===== src/rtl/btn_debounce_req_if.sv =====
// Button/consumer signal bundle for btn_debounce_req.
// master = debouncer side, slave = button source plus go_req consumer.
interface btn_debounce_req_if;
  logic btn_n;
  logic go_ack;
  logic btn_level;
  logic press_pulse;
  logic release_pulse;
  logic go_req;
  logic long_press;

  modport master (
    input  btn_n,
    input  go_ack,
    output btn_level,
    output press_pulse,
    output release_pulse,
    output go_req,
    output long_press
  );

  modport slave (
    output btn_n,
    output go_ack,
    input  btn_level,
    input  press_pulse,
    input  release_pulse,
    input  go_req,
    input  long_press
  );
endinterface


===== src/rtl/btn_debounce_req.sv =====
// Synchronise/debounce an active-low button; registered level, edge pulses and sticky go request.
// Define BTN_DEBOUNCE_LONG_PRESS_EN to build the one-shot long_press detector.
module btn_debounce_req #(
  parameter int unsigned            CNT_WIDTH        = 24,
  parameter logic [CNT_WIDTH-1:0]   DEBOUNCE_COUNT   = CNT_WIDTH'(120000),
  parameter logic [CNT_WIDTH-1:0]   LONG_PRESS_COUNT = CNT_WIDTH'(6000000)
) (
  input logic                 clk,
  input logic                 rst_btn,
  btn_debounce_req_if.master  bus
);

  typedef enum logic [1:0] {
    S_RELEASED     = 2'd0,
    S_PRESS_WAIT   = 2'd1,
    S_PRESSED      = 2'd2,
    S_RELEASE_WAIT = 2'd3
  } state_e;

  localparam logic [CNT_WIDTH-1:0] DB_LAST = DEBOUNCE_COUNT - 1'b1;

  if (DEBOUNCE_COUNT < 2 || LONG_PRESS_COUNT == 0) begin : g_bad_param
    $error("btn_debounce_req: DEBOUNCE_COUNT must be >= 2 and LONG_PRESS_COUNT >= 1");
  end

  state_e               state_q;
  logic [CNT_WIDTH-1:0] cnt_q;
  logic [1:0]           sync_q;
  logic                 level_q;
  logic                 press_q;
  logic                 release_q;
  logic                 go_q;
  logic                 btn_s;

  assign btn_s = sync_q[1];

`ifdef BTN_DEBOUNCE_LONG_PRESS_EN
  localparam logic [CNT_WIDTH-1:0] LP_LAST = LONG_PRESS_COUNT - 1'b1;
  logic long_q;
  assign bus.long_press = long_q;
`else
  assign bus.long_press = 1'b0;
`endif

  always_ff @(posedge clk or negedge rst_btn) begin
    if (!rst_btn) begin
      state_q   <= S_RELEASED;
      cnt_q     <= '0;
      sync_q    <= '0;
      level_q   <= 1'b0;
      press_q   <= 1'b0;
      release_q <= 1'b0;
      go_q      <= 1'b0;
`ifdef BTN_DEBOUNCE_LONG_PRESS_EN
      long_q    <= 1'b0;
`endif
    end else begin
      sync_q    <= {sync_q[0], ~bus.btn_n};
      press_q   <= 1'b0;
      release_q <= 1'b0;
`ifdef BTN_DEBOUNCE_LONG_PRESS_EN
      long_q    <= 1'b0;
`endif
      // Ack clears first; a qualified press below overrides it in the same cycle.
      if (bus.go_ack) go_q <= 1'b0;

      case (state_q)
        S_RELEASED: begin
          if (btn_s) begin
            state_q <= S_PRESS_WAIT;
            cnt_q   <= '0;
          end
        end
        S_PRESS_WAIT: begin
          if (!btn_s) begin
            state_q <= S_RELEASED;
          end else if (cnt_q == DB_LAST) begin
            state_q <= S_PRESSED;
            cnt_q   <= '0;
            press_q <= 1'b1;
            go_q    <= 1'b1;
            level_q <= 1'b1;
          end else begin
            cnt_q <= cnt_q + 1'b1;
          end
        end
        S_PRESSED: begin
          if (!btn_s) begin
            state_q <= S_RELEASE_WAIT;
            cnt_q   <= '0;
          end
`ifdef BTN_DEBOUNCE_LONG_PRESS_EN
          else begin
            // Saturation keeps the comparator from matching twice in one hold.
            if (cnt_q == LP_LAST) long_q <= 1'b1;
            if (cnt_q != '1) cnt_q <= cnt_q + 1'b1;
          end
`endif
        end
        S_RELEASE_WAIT: begin
          if (btn_s) begin
            state_q <= S_PRESSED;
            cnt_q   <= '0;
          end else if (cnt_q == DB_LAST) begin
            state_q   <= S_RELEASED;
            release_q <= 1'b1;
            level_q   <= 1'b0;
          end else begin
            cnt_q <= cnt_q + 1'b1;
          end
        end
        default: begin
          state_q <= S_RELEASED;
          cnt_q   <= '0;
          level_q <= 1'b0;
        end
      endcase
    end
  end

  assign bus.btn_level     = level_q;
  assign bus.press_pulse   = press_q;
  assign bus.release_pulse = release_q;
  assign bus.go_req        = go_q;

endmodule

===== src/flat_wrapper.sv =====
// flat-port wrapper written by rule: the top's interface ports become plain ports
module btn_debounce_req_flat 
#(
  parameter int unsigned            CNT_WIDTH        = 24,
  parameter logic [CNT_WIDTH-1:0]   DEBOUNCE_COUNT   = CNT_WIDTH'(120000),
  parameter logic [CNT_WIDTH-1:0]   LONG_PRESS_COUNT = CNT_WIDTH'(6000000)
)
  (clk, rst_btn, bus_btn_n, bus_go_ack, bus_btn_level, bus_press_pulse, bus_release_pulse, bus_go_req, bus_long_press);
  btn_debounce_req_if bus_i ();
  input logic clk;
  input logic rst_btn;
  input wire logic [$bits(bus_i.btn_n)-1:0] bus_btn_n;
  input wire logic [$bits(bus_i.go_ack)-1:0] bus_go_ack;
  output wire logic [$bits(bus_i.btn_level)-1:0] bus_btn_level;
  output wire logic [$bits(bus_i.press_pulse)-1:0] bus_press_pulse;
  output wire logic [$bits(bus_i.release_pulse)-1:0] bus_release_pulse;
  output wire logic [$bits(bus_i.go_req)-1:0] bus_go_req;
  output wire logic [$bits(bus_i.long_press)-1:0] bus_long_press;
  assign bus_i.btn_n = bus_btn_n;
  assign bus_i.go_ack = bus_go_ack;
  assign bus_btn_level = bus_i.btn_level;
  assign bus_press_pulse = bus_i.press_pulse;
  assign bus_release_pulse = bus_i.release_pulse;
  assign bus_go_req = bus_i.go_req;
  assign bus_long_press = bus_i.long_press;
  btn_debounce_req #(.CNT_WIDTH(CNT_WIDTH), .DEBOUNCE_COUNT(DEBOUNCE_COUNT), .LONG_PRESS_COUNT(LONG_PRESS_COUNT)) u_core (.clk(clk), .rst_btn(rst_btn), .bus(bus_i));
endmodule

===== config.mk =====
export PLATFORM = sky130hd
export DESIGN_NAME = btn_debounce_req_flat
export DESIGN_NICKNAME = d
export VERILOG_FILES = /design/src/rtl/btn_debounce_req_if.sv /design/src/rtl/btn_debounce_req.sv /design/src/flat_wrapper.sv
export SDC_FILE = /design/constraint.sdc
export NUM_CORES = 1
export LEC_CHECK = 0
export CAP_MARGIN = 30
export CORE_MARGIN = 1.5
export CORE_UTILIZATION = 40
export CTS_CLUSTER_DIAMETER = 50
export DETAILED_ROUTE_END_ITERATION = 6
export PLACE_DENSITY_LB_ADDON = 0.1
export SYNTH_ARGS = -nofsm -noshare
export SYNTH_HDL_FRONTEND = slang
export SYNTH_SLANG_ARGS = --single-unit

===== constraint.sdc =====
create_clock -name clk -period 1.9 [get_ports clk]
set_input_delay 0.475 -clock clk [delete_from_list [all_inputs] [get_ports clk]]
set_output_delay 0.475 -clock clk [all_outputs]
set_load 0.03 [all_outputs]

==> metrics.md, run 1 <==
| Metric | Value |
|---|---|
| Status | `finished with violations` |
| Failing checks | `setup timing` |
| Warnings from Yosys | `0` |
| R2R Path Start | `u_core.cnt_q[23]` |
| Initial Util | `0.416` |
| Final WS setup | `-137 ps` |
| I/O pins | `9` |
| Post-synth top area share | `0.376` |
| Ys async rst share | `1.00` |
| Flops & latches, synth | `32` |
| Worst-path clk slew | `about 70 ps` |
| Cells after synthesis | `~230` |
| Clk Latency, worst-skew pair | `290 ps` |
| Die area | `slightly below 6000 µm²` |
| Synthesis-to-layout area growth | `38.6%` |
| Drt wl/cell | `roughly 16 µm` |
| Final worst-path cycle share | `1.07` |
| Number of global-route vias before repair | `2073` |
| Max-cap violations | `0` |
| Unrepaired setup endpoints after global routing | `yes` |
| Drt first pass iters | `4` |
| Leak Pwr | `around 1.2 nW` |
| Hold slack | `roughly 360 ps` |
| Synth area leader | `dfrtp_1` |
| Critical Path Fanout Max | `5` |
| Core Region | `5110 µm²` |
| Clk root buf | `clkbuf_8` |
| P_sw | `403 µW` |
| H-tree lvl count | `2` |
| Clock skew | `10.1 ps` |
| Power Dens Cells | `526 nW/µm²` |
| Fmax | `491 MHz` |
| # rows | `26` |
| Top_reg_cell synth | `dfrtp_1` |
| Hold Buf Count CTS | `0` |
| Vias per cell | `5.67` |
| Final slew viol count | `0` |
| Num Clock Sinks | `32` |
| Worst Hold End | `u_core.sync_q[1]` |
| Via count | `approximately 2100` |
| Antenna Nets Post-Route | `0` |
| Nets | `307` |
| First-pass GRT wire length | `about 10000 µm` |
| Mapped Area | `roughly 2100 µm²` |
| Peak supply drop | `0.000389 V` |
| Clock Path Buffers | `2` |
| Largest net degree at the start of global routing | `33` |
| Area contributors post-synth | `dfrtp_1, a21oi_1, nand2_1, o21ai_0, clkbuf_8` |
| Global-route usage over all layers | `0.224` |
| Number of synthesized flops with an enable pin | `0` |
| RR Endpoint | `u_core.cnt_q[5]` |
| CP arrival | `2250 ps` |
| Min-delay src | `u_core.sync_q[0]` |
| Placer Congestion | `between 0.8 and 0.9` |
| PortBufs | `7` |
| Critical path endpoint category | `flip-flop` |
| Synth cell types | `between 50 and 60` |
| Share of cells above drive strength 1 | `0.384` |
| Detail Placement HPWL | `~4300 µm` |
| TritonCTS clock tree | `done` |
| Internal Pwr Total | `between 1 and 1.5 mW` |
| Worst reg2reg path depth | `6` |
| Remaining DRCs | `0` |
| Worst slew margin | `0.608` |
| Clock power share | `0.374` |
| Startpoint class of the critical path | `flip-flop` |
| Combinational fraction of design power | `0.148` |
| Total CTS buffers | `5` |
| Crit path kind | `reg -> reg` |
| Tot Pwr | `between 1.5 and 2 mW` |
| Final setup vio count | `23` |
| Final Hold Viols | `0` |
| Initial DRC Count | `about 170` |
| Die W | `between 70 and 80 µm` |
| Final WL | `6120 µm` |
| Flop pwr share | `0.477` |
| Fin crit period | `around 2000 ps` |
| Worst Hold Class | `reg -> reg` |
| Synthesized area per cell | `just over 9 µm²` |
| Reg2reg setup slack | `-140 ps` |
| Initial antenna violation count | `0` |
| N_diodes | `0` |
| Overflow after GRT | `0` |
| Sw Share | `0.260` |
| Die Y | `75.9 µm` |
| Worst Max-Slew Pin Slew | `588 ps` |
| Worst EP required | `between 2000 and 2500 ps` |
| Hold Path Stages | `0` |
| Sequential fraction of the synthesis area | `0.376` |
| Mapped Nets | `approximately 240` |
==> logic make-up (layout without fill, tap and decap cells) <==
family / after synthesis / count (layout) / share of synthesized area
xor+xnor: 1 / 1 / 0.00412
compound gates: 66 / 66 / 0.195
fa+ha+maj: 1 / 1 / 0.00588
buf+inv: 18 / 86 / 0.0718
simple gates: 114 / 114 / 0.339
flops: 32 / 32 / 0.376
other cells: 1 / 1 / 0.00176
mux: 1 / 1 / 0.00529
==> layer usage <==
layer | track usage | vias up | routed length [µm]
met1 | 0.293 | 1024 | 2870
li1 | - | 1027 | -
met3 | 0.0458 | 11 | 224
met5 | 0 | - | 0
met4 | 0.0778 | 0 | 145
met2 | 0.369 | 48 | 2880
==> sequential cells by signal, summed over array words and instances (netlist names), named ones only <==
register,flops
u_core.bus.btn_level,1
u_core.bus.release_pulse,1
u_core.bus.press_pulse,1
u_core.cnt_q,24
u_core.sync_q,2
u_core.bus.go_req,1
u_core.state_q,1
==> power groups by stage <==
stage | logic, mW | clock network (mW) | registers [mW]
after floorplan | 0.100 | 0 | 0.754
after global placement | 0.171 | 0 | 0.755
after detailed placement | 0.176 | 0 | 0.756
after CTS | 0.226 | 0.587 | 0.741
after global routing | 0.252 | 0.619 | 0.745
final | 0.230 | 0.581 | 0.741
==> placed cells by master (no fill, tap or decap), types with 6 or more instances in the layout <==
| cell | synthesis | routed |
|---|---|---|
| buf_4 | 3 | 61 |
| dfrtp_1 | 32 | 31 |
| nand2_1 | 21 | 20 |
| a21oi_1 | 24 | 18 |
| o21ai_0 | 14 | 10 |
| nor2_1 | 12 | 9 |
| nand3_1 | 10 | 9 |
| o31ai_1 | 9 | 9 |
| nand4_1 | 8 | 8 |
| or4_1 | 8 | 7 |
| clkbuf_8 | 5 | 7 |
| clkdlybuf4s50_1 | 0 | 7 |
| a21oi_2 | 0 | 6 |
==> stage by stage <==
stage	instances	setup slack [ps]	TNS [ps]	util	cell area, µm²
after floorplan	234	-120	-1340	-	2180
after global placement	354	-154	-1600	0.515	2630
after detailed placement	354	-127	-2290	0.515	2630
after CTS	367	-133	-1940	0.561	2870
after global routing	372	-242	-4870	0.577	2950
final	372	-137	-2050	0.577	2950
==> worst max-delay path by stage <==
stage                                start               end  slack, ps  cells past startpoint
after floorplan           u_core.cnt_q[22]         flip-flop       -120                      4
after global placement     u_core.cnt_q[1]  u_core.cnt_q[18]       -150                      8
after detailed placement  u_core.cnt_q[22]         flip-flop       -130                      5
after CTS                 u_core.cnt_q[22]         flip-flop       -130                      5
after global routing       u_core.cnt_q[0]   u_core.cnt_q[8]       -240                      8
final                     u_core.cnt_q[23]   u_core.cnt_q[5]       -140                      6
==> Yosys cell counts (all sizes together), types with 2 or more instances <==
library cell / count
and4: 3
or4b: 3
buf: 7
a31oi: 5
nand4: 8
o22ai: 2
a21oi: 25
nor2: 12
nor2b: 5
and2: 4
inv: 4
o31ai: 9
or3: 7
and3b: 2
nand3b: 2
o211ai: 2
dfrtp: 32
nor4: 7
nand2: 21
nand2b: 2
and3: 5
o21ai: 14
or2: 2
nor3: 7
or4: 8
clkbuf: 7
nand3: 11
==> final cells by class <==
cell class | instances | area [µm²]
Fill cell | 462 | 2160
Clock buffer | 7 | 96.3
Timing Repair Buffer | 75 | 651
Tap cell | 70 | 87.6
Sequential cell | 32 | 802
Inverter | 4 | 15.0
Multi-Input combinational cell | 184 | 1300
==> critical path, stage by stage (launching register included) <==
cell and delay, ps:
dfrtp_1 380, or3_4 390, or4_4 440, o22ai_4 220
bufbuf_16 310, o21ai_0 80, a21oi_1 140
==> timing repair <==
item / in CTS / in global routing
setup buffers: 3 / 6
setup endpoints to repair: 26 / 29
pin swaps: 8 / 9
resized for setup: 16 / 15
gates cloned: 3 / 0
(Power assumes the default switching activity.)
==> run 2, diff against run 1 <==
==> constraint.sdc (replaced) <==
create_clock -name clk -period 1.9 [get_ports clk]
set_input_delay 0.475 -clock clk [delete_from_list [all_inputs] [get_ports clk]]
set_output_delay 0.475 -clock clk [all_outputs]
set_load 0.1 [all_outputs]
==> metrics.md, run 2 (same netlist as run 1, synthesis figures left out) <==
| Metric | Value |
|---|---|
| Status | `finished with violations` |
| Failing checks | `setup timing` |
| Startpoint class of the critical path | `flip-flop` |
| # rows | `26 (unchanged)` |
| Final slew viol count | `0 (unchanged)` |
| Crit path kind | `reg -> reg` |
| Most frequent cells in the layout | `buf_4, dfrtp_1, nand2_1, a21oi_1` |
| M1 GR Usage | `0.297 (+0.00484)` |
| R2R Path Start | `u_core.cnt_q[22]` |
| Final setup vio count | `16 (-30%)` |
| Initial antenna violation count | `0 (unchanged)` |
| Unrepaired setup endpoints after global routing | `yes` |
| PortBufs | `7 (unchanged)` |
| RR Endpoint | `u_core.cnt_q[23]` |
| Clk Latency, worst-skew pair | `290 ps (about the same)` |
| Gr busiest metal | `met2` |
| Die W | `75.9 µm (unchanged)` |
| Remaining DRCs | `0 (unchanged)` |
| Nets | `299 (-2.6%)` |
| Drt wl/cell | `16.1 µm (-2.3%)` |
| N_diodes | `0 (unchanged)` |
| CP arrival | `2160 ps (-90 ps)` |
| Via count | `2048 (-2.9%)` |
| Die Y | `75.9 µm (unchanged)` |
| Core Region | `5110 µm² (unchanged)` |
| Max-cap violations | `0 (unchanged)` |
| Crit-path cells | `or4b_4 -> nor4_4 -> buf_4 -> a21oi_4 -> nor3_4 -> buf_12 -> a21oi_1` |
| Clk root buf | `clkbuf_8` |
| Synthesis-to-layout area growth | `36.6%` |
| Initial Util | `0.416 (unchanged)` |
| Fmax | `501 MHz (+2.1%)` |
| Hold Path Stages | `0 (unchanged)` |
| Drt first pass iters | `4 (unchanged)` |
| Buffer and inverter count on the worst path | `2 (+1)` |
| H-tree lvl count | `2 (unchanged)` |
| CP max stage delay | `550 ps (+110 ps)` |
| Placed Cells incl. Taps | `351 (-0.85%)` |
| Reg2reg setup slack | `-100 ps (+40 ps)` |
| Global-route usage over all layers | `0.216 (-0.00774)` |
| Critical path endpoint category | `flip-flop` |
| Commonest non-fill, non-tap cell in the layout | `buf_4` |
| Post-Layout Cell Count | `364 (-2.2%)` |
| Worst slack, placed | `-126 ps (+0.387 ps)` |
| First-pass GRT wire length | `9800 µm (-3.5%)` |
| Detail Placement HPWL | `4250 µm (about the same)` |
| Tot Pwr | `1.53 mW (-1.5%)` |
| Leak Pwr | `1.21 nW (-2.0%)` |
| Worst Hold End | `u_core.sync_q[1]` |
| TritonCTS clock tree | `done` |
| Fin crit period | `2000 ps (-41.5 ps)` |
| Fillcell total | `480 (+3.9%)` |
| Top cell family by delay on the critical path | `simple AND/OR/NAND/NOR gates` |
| Worst EP required | `2070 ps (-40 ps)` |
| Power Dens Cells | `526 nW/µm² (about the same)` |
| Min-delay src | `u_core.sync_q[0]` |
| Placer Congestion | `0.844 (-2.1%)` |
| Clock skew | `4.02 ps (-6.13 ps)` |
| Initial DRC Count | `135 (-22%)` |
| Peak supply drop | `0.000566 V (+45%)` |
| Max reg flops | `24 (unchanged)` |
| Final worst-path cycle share | `1.05 (-0.0219)` |
| Critical Path Fanout Max | `13 (+8)` |
| Met3 Use GR | `0.0530 (+0.00723)` |
| Worst Hold Class | `reg -> reg` |
| Share of cells above drive strength 1 | `0.388 (+0.00365)` |
| I/O pins | `9 (unchanged)` |
| Overflow after GRT | `0 (unchanged)` |
| Total CTS buffers | `5 (unchanged)` |
| Final WS setup | `-95.5 ps (+41.5 ps)` |
| Worst reg2reg path depth | `7 (+1)` |
| Antenna Nets Post-Route | `0 (unchanged)` |
| Die area | `5760 µm² (unchanged)` |
| Crit path max-delay cell type | `or4b_4` |
| Final core occ | `0.569 (-0.00857)` |
| Top reg by flops | `u_core.cnt_q` |
| Number of global-route vias before repair | `1940 (-6.4%)` |
| Final WL | `5850 µm (-4.4%)` |
| Vias per cell | `5.63 (-0.81%)` |
| Met2 usage | `0.335 (-0.0342)` |
| Num Clock Sinks | `32 (unchanged)` |
| Worst-path clk slew | `60 ps (about the same)` |
| Clock Path Buffers | `2 (unchanged)` |
| Largest net degree at the start of global routing | `33 (unchanged)` |
| Final Hold Viols | `0 (unchanged)` |
| Largest regs | `u_core.cnt_q (24), u_core.sync_q (2)` |
[run 2: through the flow]
stage | instance area [µm²] | TNS (ps) | hold slack, ps
finish | 2910 | -1210 | 379
global route | 2910 | -2810 | 383
CTS | 2780 | -1330 | 375
detailed placement | 2650 | -1390 | 361
global placement | 2650 | -979 | 338
floorplan | 2180 | -1340 | 179
[run 2: layer usage]
metal | share of wire | wire length [µm]
met1 | 0.46 | 2710
met2 | 0.48 | 2820
met3 | 0.037 | 218
met4 | 0.017 | 100
met5 | 0 | 0
[run 2: worst max path at each step]
stage | from | end | slack, ps | cells after the start
after floorplan | u_core.cnt_q[22] | flip-flop | -120 | 4
after global placement | u_core.cnt_q[0] | u_core.cnt_q[14] | -110 | 8
after detailed placement | u_core.cnt_q[1] | u_core.cnt_q[18] | -130 | 8
after CTS | u_core.cnt_q[22] | u_core.cnt_q[23] | -90 | 7
after global routing | u_core.cnt_q[22] | u_core.cnt_q[23] | -160 | 7
final | u_core.cnt_q[22] | u_core.cnt_q[23] | -100 | 7
[run 2: area by class of cell]
cell class	count	area, µm²	share of cell area
flip-flops and latches	32	803	0.276
well taps	70	87.6	0.0301
repair buffers	67	581	0.200
inverters	4	15.0	0.00517
clock buffers	7	96.3	0.0332
multi-input cells	184	1320	0.455
[run 2: worst register-to-register path, delay by kind of cell (launching register included)]
kind	cells	cell delay (ps)
simple gates	3	1000
flops	1	380
buf+inv	2	350
compound gates	2	140
[run 2: power by group]
group	internal, mW	total, mW	leakage, nW	switching (mW)
registers	0.707	0.743	0.433	0.0360
logic	0.105	0.216	0.723	0.111
clock network	0.322	0.569	0.0503	0.247
total	1.13	1.53	1.21	0.394
[run 2: what timing repair did]
item | in CTS | in global routing
buffers inserted | 2 | 3
hold endpoints to repair | 0 | 0
cloned | 0 | 1
endpoints found under the setup margin | 22 | 27
hold buffers | 0 | 0
resized for setup | 7 | 24
pin swaps | 2 | 8
